`src/rtl/seg7_pkg.sv`:
```
// seg7_pkg: active-low {g,f,e,d,c,b,a} glyph constants and BCD-to-segment lookup
package seg7_pkg;
  localparam logic [6:0] SEG_0     = 7'h40;
  localparam logic [6:0] SEG_1     = 7'h79;
  localparam logic [6:0] SEG_2     = 7'h24;
  localparam logic [6:0] SEG_3     = 7'h30;
  localparam logic [6:0] SEG_4     = 7'h19;
  localparam logic [6:0] SEG_5     = 7'h12;
  localparam logic [6:0] SEG_6     = 7'h02;
  localparam logic [6:0] SEG_7     = 7'h78;
  localparam logic [6:0] SEG_8     = 7'h00;
  localparam logic [6:0] SEG_9     = 7'h10;
  localparam logic [6:0] SEG_DASH  = 7'h3F;
  localparam logic [6:0] SEG_BLANK = 7'h7F;
  function automatic logic [6:0] bcd_to_seg(input logic [3:0] d);
    case (d)
      4'd0: return SEG_0;
      4'd1: return SEG_1;
      4'd2: return SEG_2;
      4'd3: return SEG_3;
      4'd4: return SEG_4;
      4'd5: return SEG_5;
      4'd6: return SEG_6;
      4'd7: return SEG_7;
      4'd8: return SEG_8;
      4'd9: return SEG_9;
      default: return SEG_DASH;
    endcase
  endfunction
endpackage

```
`src/rtl/seg7_glyph_decode.sv`:
```
// seg7_glyph_decode: combinational digit-to-cathode pattern with blanking override
module seg7_glyph_decode
  import seg7_pkg::*;
(
  input  logic [3:0] i_digit,
  input  logic       i_blank,
  output logic [6:0] o_seg
);
  assign o_seg = i_blank ? SEG_BLANK : bcd_to_seg(i_digit);
endmodule

```
`src/rtl/seg7_scan_driver_param.sv`:
```
// seg7_scan_driver_param: multiplexed common-anode 7-segment driver with frame-synchronous
// load, leading-zero blanking, PWM brightness and anode dead-time
module seg7_scan_driver_param
  import seg7_pkg::*;
#(
  parameter int NUM_DIGITS = 4,
  parameter int DIV_W      = 16,
  parameter int BRIGHT_W   = 4,
  parameter int DEAD_CYC   = 16
) (
  input  logic                    clk,
  input  logic                    rst_n,
  input  logic [4*NUM_DIGITS-1:0] bcd_in,
  input  logic [NUM_DIGITS-1:0]   dp_in,
  input  logic                    load,
  input  logic                    blank_lz,
  input  logic [BRIGHT_W-1:0]     bright,
  output logic [NUM_DIGITS-1:0]   seg_anode,
  output logic [6:0]              seg_cathode,
  output logic                    seg_dp,
  output logic                    frame_start
);
  localparam int SW = NUM_DIGITS > 1 ? $clog2(NUM_DIGITS) : 1;
  localparam logic [SW-1:0] LAST = SW'(NUM_DIGITS - 1);
  localparam logic [DIV_W-1:0] DEAD = DIV_W'(DEAD_CYC);
  logic [DIV_W-1:0]        r_presc;
  logic [SW-1:0]           r_slot;
  logic [4*NUM_DIGITS-1:0] r_sh_bcd, r_disp_bcd;
  logic [NUM_DIGITS-1:0]   r_sh_dp, r_disp_dp;
  logic                    r_pend;
  logic                    w_wrap, w_bound, w_on, w_zero, w_blank, w_dpsel;
  logic [BRIGHT_W-1:0]     w_phase;
  logic [3:0]              w_digit;
  logic [6:0]              w_seg;
  assign w_wrap  = &r_presc;
  assign w_bound = w_wrap && r_slot == LAST;
  assign w_phase = r_presc[DIV_W-1 -: BRIGHT_W];
  assign w_on    = r_presc >= DEAD && w_phase <= bright;
  // walk from the most significant digit down so w_zero means "this digit and all above are 0"
  always_comb begin
    w_zero  = 1'b1;
    w_digit = '0;
    w_dpsel = 1'b0;
    w_blank = 1'b0;
    for (int i = NUM_DIGITS - 1; i >= 0; i--) begin
      w_zero = w_zero && r_disp_bcd[4*i +: 4] == 4'd0;
      if (r_slot == SW'(i)) begin
        w_digit = r_disp_bcd[4*i +: 4];
        w_dpsel = r_disp_dp[i];
        w_blank = blank_lz && i != 0 && w_zero;
      end
    end
  end
  seg7_glyph_decode u_glyph (
    .i_digit(w_digit),
    .i_blank(w_blank),
    .o_seg  (w_seg)
  );
  always_ff @(posedge clk or negedge rst_n)
    if (!rst_n) begin
      r_presc     <= '0;
      r_slot      <= '0;
      r_sh_bcd    <= '0;
      r_sh_dp     <= '0;
      r_disp_bcd  <= '0;
      r_disp_dp   <= '0;
      r_pend      <= 1'b0;
      seg_anode   <= '1;
      seg_cathode <= SEG_BLANK;
      seg_dp      <= 1'b1;
      frame_start <= 1'b0;
    end else begin
      r_presc <= r_presc + 1'b1;
      if (w_wrap) r_slot <= w_bound ? '0 : r_slot + 1'b1;
      if (w_bound && r_pend) begin
        r_disp_bcd <= r_sh_bcd;
        r_disp_dp  <= r_sh_dp;
      end
      if (load) begin
        r_sh_bcd <= bcd_in;
        r_sh_dp  <= dp_in;
      end
      r_pend      <= load || (r_pend && !w_bound);
      seg_anode   <= w_on ? ~(NUM_DIGITS'(1) << r_slot) : '1;
      seg_cathode <= w_seg;
      seg_dp      <= ~w_dpsel;
      frame_start <= w_bound;
    end
endmodule

```
`config.mk`:
```
export PLATFORM = sky130hd
export DESIGN_NAME = seg7_scan_driver_param
export DESIGN_NICKNAME = d
export VERILOG_FILES = /design/src/rtl/seg7_pkg.sv /design/src/rtl/seg7_glyph_decode.sv /design/src/rtl/seg7_scan_driver_param.sv
export SDC_FILE = /design/constraint.sdc
export NUM_CORES = 1
export LEC_CHECK = 0
export CORE_MARGIN = 2
export CORE_UTILIZATION = 30
export CTS_CLUSTER_DIAMETER = 60
export CTS_CLUSTER_SIZE = 8
export DETAILED_ROUTE_END_ITERATION = 8
export DONT_BUFFER_PORTS = 1
export PLACE_DENSITY = 0.48
export SLEW_MARGIN = 20
export SYNTH_ARGS = -nofsm -noshare
export SYNTH_HDL_FRONTEND = slang
export SYNTH_SLANG_ARGS = --single-unit
```
`constraint.sdc`:
```
create_clock -name clk -period 5.37 [get_ports clk]
set_clock_uncertainty 0.1 [all_clocks]
set_input_delay 0.8055 -clock clk [delete_from_list [all_inputs] [get_ports clk]]
set_output_delay 0.8055 -clock clk [all_outputs]
set_load 0.005 [all_outputs]
```
### Word level (Yosys, flattened, before mapping)

Memory sizes are Yosys's and may differ from the RTL's.
Index checks and enable logic that the tools add are counted.

| storage, ports and cells | value |
|---|---|
| output and inout bits | 13 |
| input port bits | 28 |
| bits in read-only memories | 112 |
| register bits | 72 |
| memories kept | 1 |
| logic and storage cells | 53 |

| cells by class | value |
|---|---|
| $lt $le $gt $ge | 2 |
| bitwise operators | 2 |
| shift operators | 1 |
| multiplexer cells | 15 |
| add/sub/neg operators | 2 |
| equality and inequality tests | 3 |
| reduce and logical (&&, ||, !) cells | 16 |

Memory list:

| memory | depth | bits a word | rd ports | clocked after memory_dff | wr ports | RTL line | source |
|---|---|---|---|---|---|---|---|
| (no name shown) | 16 | 7 | 1 | 0 | 0 | seg7_pkg.sv:16 | `case (d)` |

Operators by type and width:

| kind | count |
|---|---|
| $mux 4 | 5 |
| $add 16x1->16 const B | 1 |
| $ge 16x5->1 const B | 1 |
| $reduce_and 16->1 | 1 |
| $logic_not 4->1 | 3 |
| $logic_and 1x1->1 | 9 |
| $mux 1 | 8 |
| $mux 7 | 1 |
| $eq 2x2->1 const B | 2 |
| $le 4x4->1 | 1 |
| $not 4->4 | 1 |
| $shl 1x2->4 const A | 1 |
| $add 2x1->2 const B | 1 |
| $eq 2x1->1 const B | 1 |
| $logic_not 2->1 | 1 |
| $mux 2 | 1 |
| $logic_not 1->1 | 1 |
| $logic_or 1x1->1 | 1 |
| $not 1->1 | 1 |

### Logic depth before layout (Yosys ltp)

Gate-level depths: netlist of run 1.

| logic depth | value |
|---|---|
| depth in word-level cells | 7 |
| gate-level depth with buffers | 10 |
| gate-level depth less buffers | 10 |

### Cells and area by module

A second synthesis of run 1 with hierarchy kept.

| second synthesis, totals | value |
|---|---|
| cell total of the unflattened synthesis | 262 |
| area, all modules | 3,373.2 sq um |

Modules (own cells, without submodules):

| module | cells each | seq. area each (sq um) | instances | area an instance (sq um) |
|---|---|---|---|---|
| seg7_scan_driver_param | 227 | 1,816.7 | 1 | 3,140.5 |
| seg7_glyph_decode | 35 | 0.0 | 1 | 232.7 |

### Least setup slack after synthesis of run 1

OpenSTA, ideal clock, no wires.

| timing | value |
|---|---|
| path kind | input -> register |
| start | input bright[1] |
| end | register seg_anode[0] |
| path buffers | 0 |
| data required time | 5.174 ns |
| setup slack | 3.246 ns |
| setup time | 0.096 ns |
| stages | 7 |
| arrival time | 1.929 ns |
| cells stage by stage | inv_1 > ha_1 > nor2b_1 > o21a_1 > o21a_1 > o21ai_0 > nand3_1 |

| between the ends | value |
|---|---|
| word-level cells in the longest chain between the ends | 3 |

Ends and longest elaborated chain:

| element | RTL line | source |
|---|---|---|
| start, declared | seg7_scan_driver_param.sv:17 | `input logic [BRIGHT_W-1:0] bright,` |
| $le 4x4->1 | seg7_scan_driver_param.sv:38 | `assign w_on = r_presc >= DEAD && w_phase <= bright;` |
| $logic_and 1x1->1 | seg7_scan_driver_param.sv:38 |  |
| $mux 4 | seg7_scan_driver_param.sv:84 | `seg_anode <= w_on ? ~(NUM_DIGITS'(1) << r_slot) : '1;` |
| end signal, assigned | seg7_scan_driver_param.sv:84 |  |
| end, declared | seg7_scan_driver_param.sv:18 | `output logic [NUM_DIGITS-1:0] seg_anode,` |

Every way passes these cells.
A chain may end at the register's enable or synchronous reset.

### Worst setup path in the final report of run 1

| timing | value |
|---|---|
| start | register r_slot[0] |
| end | register seg_cathode[3] |

| between the ends | value |
|---|---|
| word-level cells in the longest chain between the ends | 7 |
| elaborated cells on any way between the ends | 14 |
| classes of those cells | eq/ne (3); mux (9); reduce/logical (1); memory (1) |

Ends and longest elaborated chain:

| element | RTL line | source |
|---|---|---|
| start, declared | seg7_scan_driver_param.sv:27 | `logic [SW-1:0] r_slot;` |
| start signal, assigned | seg7_scan_driver_param.sv:74 | `if (w_wrap) r_slot <= w_bound ? '0 : r_slot + 1'b1;` |
| $eq 2x2->1 | seg7_scan_driver_param.sv:47 | `if (r_slot == SW'(i)) begin` |
| $mux 4 (4 in a row) | seg7_scan_driver_param.sv:47 |  |
| $mem_v2 16x7 | -- |  |
| $mux 7 (*) | seg7_glyph_decode.sv:9 | `assign o_seg = i_blank ? SEG_BLANK : bcd_to_seg(i_digit);` |
| named net u_glyph.o_seg[3] | seg7_glyph_decode.sv:7 | `output logic [6:0] o_seg` |
| end signal, assigned | seg7_scan_driver_param.sv:85 | `seg_cathode <= w_seg;` |
| end, declared | seg7_scan_driver_param.sv:19 | `output logic [6:0] seg_cathode,` |

The timed path passes the listed nets; every way through them passes the cells marked *.

==> results of run 1 <==
-- final cells by class --
class / count / area [µm²]
clock inverter: 7 / 47.5
tap: 136 / 170
inverter: 14 / 52.6
clock buffer: 9 / 124
fill: 1044 / 6880
sequential: 72 / 1820
multi-input combinational: 159 / 1330
-- cells in the final DEF (no fill, tap or decap), types with 3 or more instances in the layout --
| master | instances |
|---|---|
| xor2_1 | 5 |
| nand3b_1 | 5 |
| a21oi_1 | 5 |
| nand2b_1 | 6 |
| clkbuf_8 | 9 |
| nand2_1 | 5 |
| o21ai_0 | 6 |
| nor4_1 | 4 |
| xnor2_1 | 9 |
| dfrtp_1 | 60 |
| clkinv_2 | 3 |
| nor2_1 | 7 |
| nand3_1 | 15 |
| and3_1 | 5 |
| nor3b_1 | 3 |
| ha_1 | 11 |
| inv_1 | 14 |
| dfstp_2 | 12 |
| mux2_2 | 40 |
| o21a_1 | 3 |
-- stage by stage --
step / cells / hold slack, ns / util (%) / setup slack, ns / instance area [µm²]
6_report: 397 / 0.0483 / 34.0 / 2.98 / 3540
4_1_cts: 397 / 0.0330 / 34.0 / 2.98 / 3540
2_1_floorplan: 253 / 0.283 / - / 3.25 / 3240
3_3_place_gp: 381 / 0.310 / 32.3 / 3.04 / 3370
5_1_grt: 397 / 0.00794 / 34.0 / 2.76 / 3540
3_5_place_dp: 381 / 0.314 / 32.3 / 2.99 / 3370
-- worst max-delay path: cells and delay by family, from the launching register on --
kind / cells / cell delay [ns]
fa+ha+maj: 2 / 0.64
buf+inv: 3 / 0.31
compound gates: 2 / 0.33
flops: 1 / 0.42
simple gates: 2 / 0.52
-- flip-flops by register name (all words and copies together), names as in the netlist --
register	flops
r_disp_dp	4
r_presc	16
r_disp_bcd	16
seg_cathode	7
r_sh_dp	4
seg_dp	1
r_sh_bcd	16
seg_anode	4
frame_start	1
r_slot	2
r_pend	1
-- kinds of logic after synthesis --
group                      after synthesis  share of synthesized area [%]
adders and majority gates               11                           4.24
AOI/OAI and AO/OA                       27                           6.02
and+or+nand+nor                         64                           12.0
muxes                                   43                           14.8
DFF                                     72                           56.0
buffers and inverters                   22                           3.12
xor gates and xnor gates                14                           3.78
-- power by group --
part           leakage, µW  switching, µW  internal [µW]  total [µW]
logic             0.000608           4.86           15.2        20.0
clock network    0.0000854            209            167         376
registers         0.000898           7.72            558         565
total              0.00159            221            740         961
-- layer usage --
metal	global-route usage [%]	routed length (µm)
met3	5.91	462
met5	0	0
met2	18.3	2800
met4	2.47	56
met1	13.4	2610
-- worst min-delay path by stage --
stage	to	slack [ns]
after floorplan	seg_dp	0.28
after global placement	seg_dp	0.31
after detailed placement	seg_dp	0.31
after CTS	r_sh_bcd[3]	0.03
after global routing	r_sh_bcd[8]	0.008
final	r_sh_bcd[8]	0.05
==> results.md, run 1 <==
- Clock-pin slew on the worst setup and hold paths: 0.08 ns
- CTS Hold Bufs: 0
- Largest net degree at the start of global routing: 73
- Residual DRC: 0
- GRT Overall Usage: 11.3%
- R2r setup slk: 2.98 ns
- Via total after detailed routing: 1890
- DP HPWL: 4.17 mm
- Clk buf depth: 2
- Reg2Reg Depth: 9
- Gate Count Post-Synth: 253
- Endpoints failing setup: 0
- Fin. Hold Viols: 0
- H-tree depth: 3
- Boundary Pins: 41
- Worst Setup SP: r_slot[0]
- Post-CTS setup buffers: 0
- Synth cell types: 44
- Kind of critical path: reg -> reg
- RR Endpoint: seg_cathode[3]
- Syn avg cell area: 12.8 µm²
- Post-synth top cells: dfrtp_1 (60), mux2_2 (40), nand3_1 (15)
- Crit-path most repeated cell: inv_1
- Final-report max-slew violation count: 0
- Antenna-violating nets left: 0
- Ys async rst share: 100%
- Crit path DAT: 2.57 ns
- Worst VDD drop: 0.105 mV
- Slowest-stage cell, CP: dfrtp_1
- Slew HR: 60.1%
- Num CTS Buffers: 9
- Slew @ Worst Pin: 0.597 ns
- Critical Path Source Type: register
- Mapped Nets: 292
- Most common cell in the netlist: dfrtp_1
- Core box area: 10400 µm²
- Vias/cell: 4.76
- Gr ovfl total: 0
- Die H: 108 µm
- Clock tree from TritonCTS: yes
- Synth area leader: dfrtp_1
- Power Total: 961 µW
- Netlist Area Pre-Place: 3240 µm²
- Crit path required time: 5.55 ns
- Nets: 295
- Initial DRC Count: 64
- Initial Util: 31.1%
- PwrDens: 272 nW/µm²
- Top cell type's share of synthesized area: 46.3%
- GP Congestion: 0.804
- CP Cell Sequence: ha_1 -> inv_1 -> or3_1 -> a31o_2 -> inv_1 -> ha_1 -> inv_1 -> o21ai_0 -> nand3_1
- Layout cells sized above 1: 29.9%
- Lkg Pwr: 0.00159 µW
- First-pass GRT wire length: 10.0 mm
- Post-synth EDFFs: 0
- Initial antenna violation count: 0
- Fin crit period: 2.39 ns
- Crit end category: register
- Std-Cell Rows: 37
- Seq/Total Area, Yosys: 56.0%
- Clk_lat worst skew: 0.34 ns
- Ant. Diodes: 0
- Clock sink count: 72
- # port buffers: 0
- Synthesis-to-layout area growth: 9.02%
- Die Area: 11700 µm²
- Crit Path Max Fanout: 9
- Max Freq: 0.419 GHz
- Reg2Reg Launch Point: r_slot[0]
- Type of the worst min-delay path: in -> async
- Period utilization: 44.5%
- Max-cap viol count: 0
- Top post-synthesis cells by area: dfrtp_1 (46%), mux2_2 (14%), dfstp_2 (9.7%)
- Worst path max stage delay: 0.42 ns
- Ys Warns: 0
- Chip Width: 108 µm
- Post-synth top flop: dfrtp_1
- RSZ-0062 raised after global routing: no
- CP Capture Point: seg_cathode[3]
- CTS Root Cell: clkbuf_8
- Status: complete, no violations
- Cts repair resizes: 0
- WL/cell: 14.9 µm
- DR pass1 iterations: 4
- Number of synthesized register bits: 72
- Vias in the first global route: 1994
- Total wire length: 5.93 mm
- Setup_tns: 0 ns
Note: power is estimated with default switching activity, not from simulation.
==> inputs of run 2 (changes only) <==
==> constraint.sdc (replaced) <==
create_clock -name clk -period 2.3 [get_ports clk]
set_clock_uncertainty 0.1 [all_clocks]
set_input_delay 0.345 -clock clk [delete_from_list [all_inputs] [get_ports clk]]
set_output_delay 0.345 -clock clk [all_outputs]
set_load 0.005 [all_outputs]
==> run 2 against run 1 <==
Flip-flop and latch count stayed put. Largest cell class unchanged. Highest routed layer unchanged. Total power is 140% higher. Final area is 4.4% higher. Sequential power is 130% higher. Maximum frequency is 14% higher. Clock power is 140% higher. Largest power group unchanged. Combinational power grew to 4.0 times the previous value.
==> results.md, run 2 (synthesis gave the netlist of run 1 again) <==
- Antenna-violating nets left: 0 (unchanged)
- Top flop regs: r_disp_bcd x16, r_presc x16, r_sh_bcd x16 (unchanged)
- Period utilization: 90.8% (was 44.5%)
- Endpoints failing setup: 0 (unchanged)
- Status: complete, no violations (unchanged)
- Crit Path Max Fanout: 4 (was 9)
- Footprint of the multi-input gates: 1380 µm² (was 1330 µm²)
- WL/cell: 15.2 µm (was 14.9 µm)
- Die H: 108 µm (unchanged)
- Switch Pwr: 491 µW (was 221 µW)
- GP Congestion: 0.761 (was 0.804)
- Post-Place Cells: 388 (was 381)
- Lkg Pwr: 0.00165 µW (was 0.00159 µW)
- Comb power frac: 3.5% (was 2.1%)
- Final WS setup: 0.212 ns (was 2.98 ns)
- Worst path max stage delay: 0.44 ns (was 0.42 ns)
- Gr ovfl total: 0 (unchanged)
- Vias/cell: 4.79 (was 4.76)
- Fin. Hold Viols: 0 (unchanged)
- Commonest non-fill, non-tap cell in the layout: dfrtp_1 (unchanged)
- Vias in the first global route: 2046 (was 1994)
- Worst VDD drop: 0.436 mV (was 0.105 mV)
- DR pass1 iterations: 4 (unchanged)
- Initial DRC Count: 82 (was 64)
- Boundary Pins: 41 (unchanged)
- Crit end category: register (unchanged)
- Max-cap viol count: 0 (unchanged)
- Synthesis-to-layout area growth: 13.8% (was 9.02%)
- Min-Delay Path Depth: 1
- Place WS: 0.107 ns (was 2.99 ns)
- Num CTS Buffers: 9 (unchanged)
- Clock-pin slew on the worst setup and hold paths: 0.07 ns (was 0.08 ns)
- Type of the worst min-delay path: in -> reg (was in -> async)
- Slew @ Worst Pin: 0.430 ns (was 0.597 ns)
- Slew HR: 71.2% (was 60.1%)
- PwrDens: 620 nW/µm² (was 272 nW/µm²)
- Filler instances: 1028 (was 1044)
- Layout cells sized above 1: 32.8% (was 29.9%)
- Setup_tns: 0 ns (unchanged)
- DP HPWL: 4.22 mm (was 4.17 mm)
- Initial Util: 31.1% (unchanged)
- Nets: 305 (was 295)
- Reg2Reg Depth: 9 (unchanged)
- Switching Fraction: 21.5% (was 23.0%)
- Crit path required time: 2.48 ns (was 5.55 ns)
- Die Area: 11700 µm² (unchanged)
- Clk_lat worst skew: 0.34 ns (about the same)
- Via total after detailed routing: 1951 (was 1890)
- Clk buf depth: 2 (unchanged)
- FF+latch area: 1820 µm² (about the same)
- First-pass GRT wire length: 10.6 mm (was 10.0 mm)
- CP Cell Sequence: ha_1 -> inv_1 -> or3_1 -> a31o_2 -> inv_1 -> ha_1 -> inv_1 -> o21ai_0 -> nand3_1 (unchanged)
- Clock sink count: 72 (unchanged)
- Core box area: 10400 µm² (unchanged)
- Residual DRC: 0 (unchanged)
- Seq pwr share: 57.7% (was 58.8%)
- Initial antenna violation count: 0 (unchanged)
- Clock tree from TritonCTS: yes (unchanged)
- Fin crit period: 2.09 ns (was 2.39 ns)
- Non-Filler Instances: 407 (was 397)
- GRT Overall Usage: 11.9% (was 11.3%)
- H-tree depth: 3 (unchanged)
- Core Util, Final: 35.4% (was 34.0%)
- Total wire length: 6.19 mm (was 5.93 mm)
- Slowest-stage cell, CP: dfrtp_1 (unchanged)
- Largest net degree at the start of global routing: 73 (unchanged)
- Max Freq: 0.479 GHz (was 0.419 GHz)
- Clock share of power: 38.8% (was 39.1%)
- Chip Width: 108 µm (unchanged)
- Crit-path most repeated cell: inv_1 (unchanged)
- Cell Int Power: 1800 µW (was 740 µW)
- Std-Cell Rows: 37 (unchanged)
- # port buffers: 0 (unchanged)
- Critical Path Source Type: register (unchanged)
- Ant. Diodes: 0 (unchanged)
- CTS Root Cell: clkbuf_8 (unchanged)
- Crit path DAT: 2.27 ns (was 2.57 ns)
- Kind of critical path: reg -> reg (unchanged)
- Fin Hold WS: 0.0465 ns (was 0.0483 ns)
- Most frequent cells in the layout: dfrtp_1 (59), mux2_2 (40), nand3_1 (15) (was dfrtp_1 (60), mux2_2 (40), nand3_1 (15))
- Final-report max-slew violation count: 0 (unchanged)
==> run 2: cell types whose count changed in the layout (fill, tap and decap cells not counted), sizes merged <==
cell,change
clkinvlp,-2
buf,+8
dlygate4sd3,+2
inv,-1
clkbuf,+6
clkinv,-3
==> run 2: cell type report <==
class                      instances  area share (%)
multi-input combinational        159            37.4
tap                              136            4.61
timing repair buffer              10            2.71
clock buffer                      15            4.51
clock inverter                     1           0.136
inverter                          14            1.42
sequential                        72            49.3
==> run 2: worst max-delay path: cells and delay by family, from the launching register on <==
family | cells | cell delay [ns]
buffers and inverters | 3 | 0.25
adders and majority gates | 2 | 0.46
DFF | 1 | 0.44
AOI/OAI and AO/OA | 2 | 0.30
and+or+nand+nor | 2 | 0.47
==> run 2: power by group through the flow <==
| stage | registers [µW] | clock network, µW | logic, µW |
|---|---|---|---|
| floorplan | 1340 | 0 | 48.4 |
| global placement | 1350 | 0 | 46.4 |
| detailed placement | 1350 | 0 | 48.4 |
| CTS | 1320 | 936 | 83.1 |
| global route | 1330 | 1000 | 91.1 |
| finish | 1320 | 888 | 79.5 |
==> run 2: worst paths after layout <==
check | startpoint | endpoint | slack, ns
max in group asynchronous | rst_n | seg_dp | 1.31
worst max-delay path | r_slot[1] | seg_cathode[3] | 0.21
worst min register to register | r_disp_dp[0] | seg_dp | 0.31
worst min-delay path | dp_in[3] | r_sh_dp[3] | 0.05
min in group asynchronous | rst_n | r_sh_bcd[11] | 0.46
worst max register to register | r_slot[1] | seg_cathode[3] | 0.21
==> run 2: metal layers <==
metal / vias to the layer above / share of wire (%) / GRT usage, %
met4: 0 / 1.1 / 4.40
met1: 979 / 45 / 14.4
met2: 47 / 47 / 19.0
li1: 918 / - / -
met5: - / 0 / 0
met3: 7 / 6.1 / 5.24
==> run 2: what timing repair did <==
item	4_1_cts	5_1_grt
gates resized for setup	0	11
setup endpoints to repair	0	7
hold buffers	3	0
hold endpoints to repair	73	0
setup buffers	0	0
==> run 2: metrics by stage <==
| stage | total power, µW | area (µm²) |
|---|---|---|
| global route | 2420 | 3690 |
| finish | 2290 | 3690 |
| floorplan | 1390 | 3240 |
| detailed placement | 1390 | 3420 |
| CTS | 2340 | 3640 |
| global placement | 1390 | 3420 |
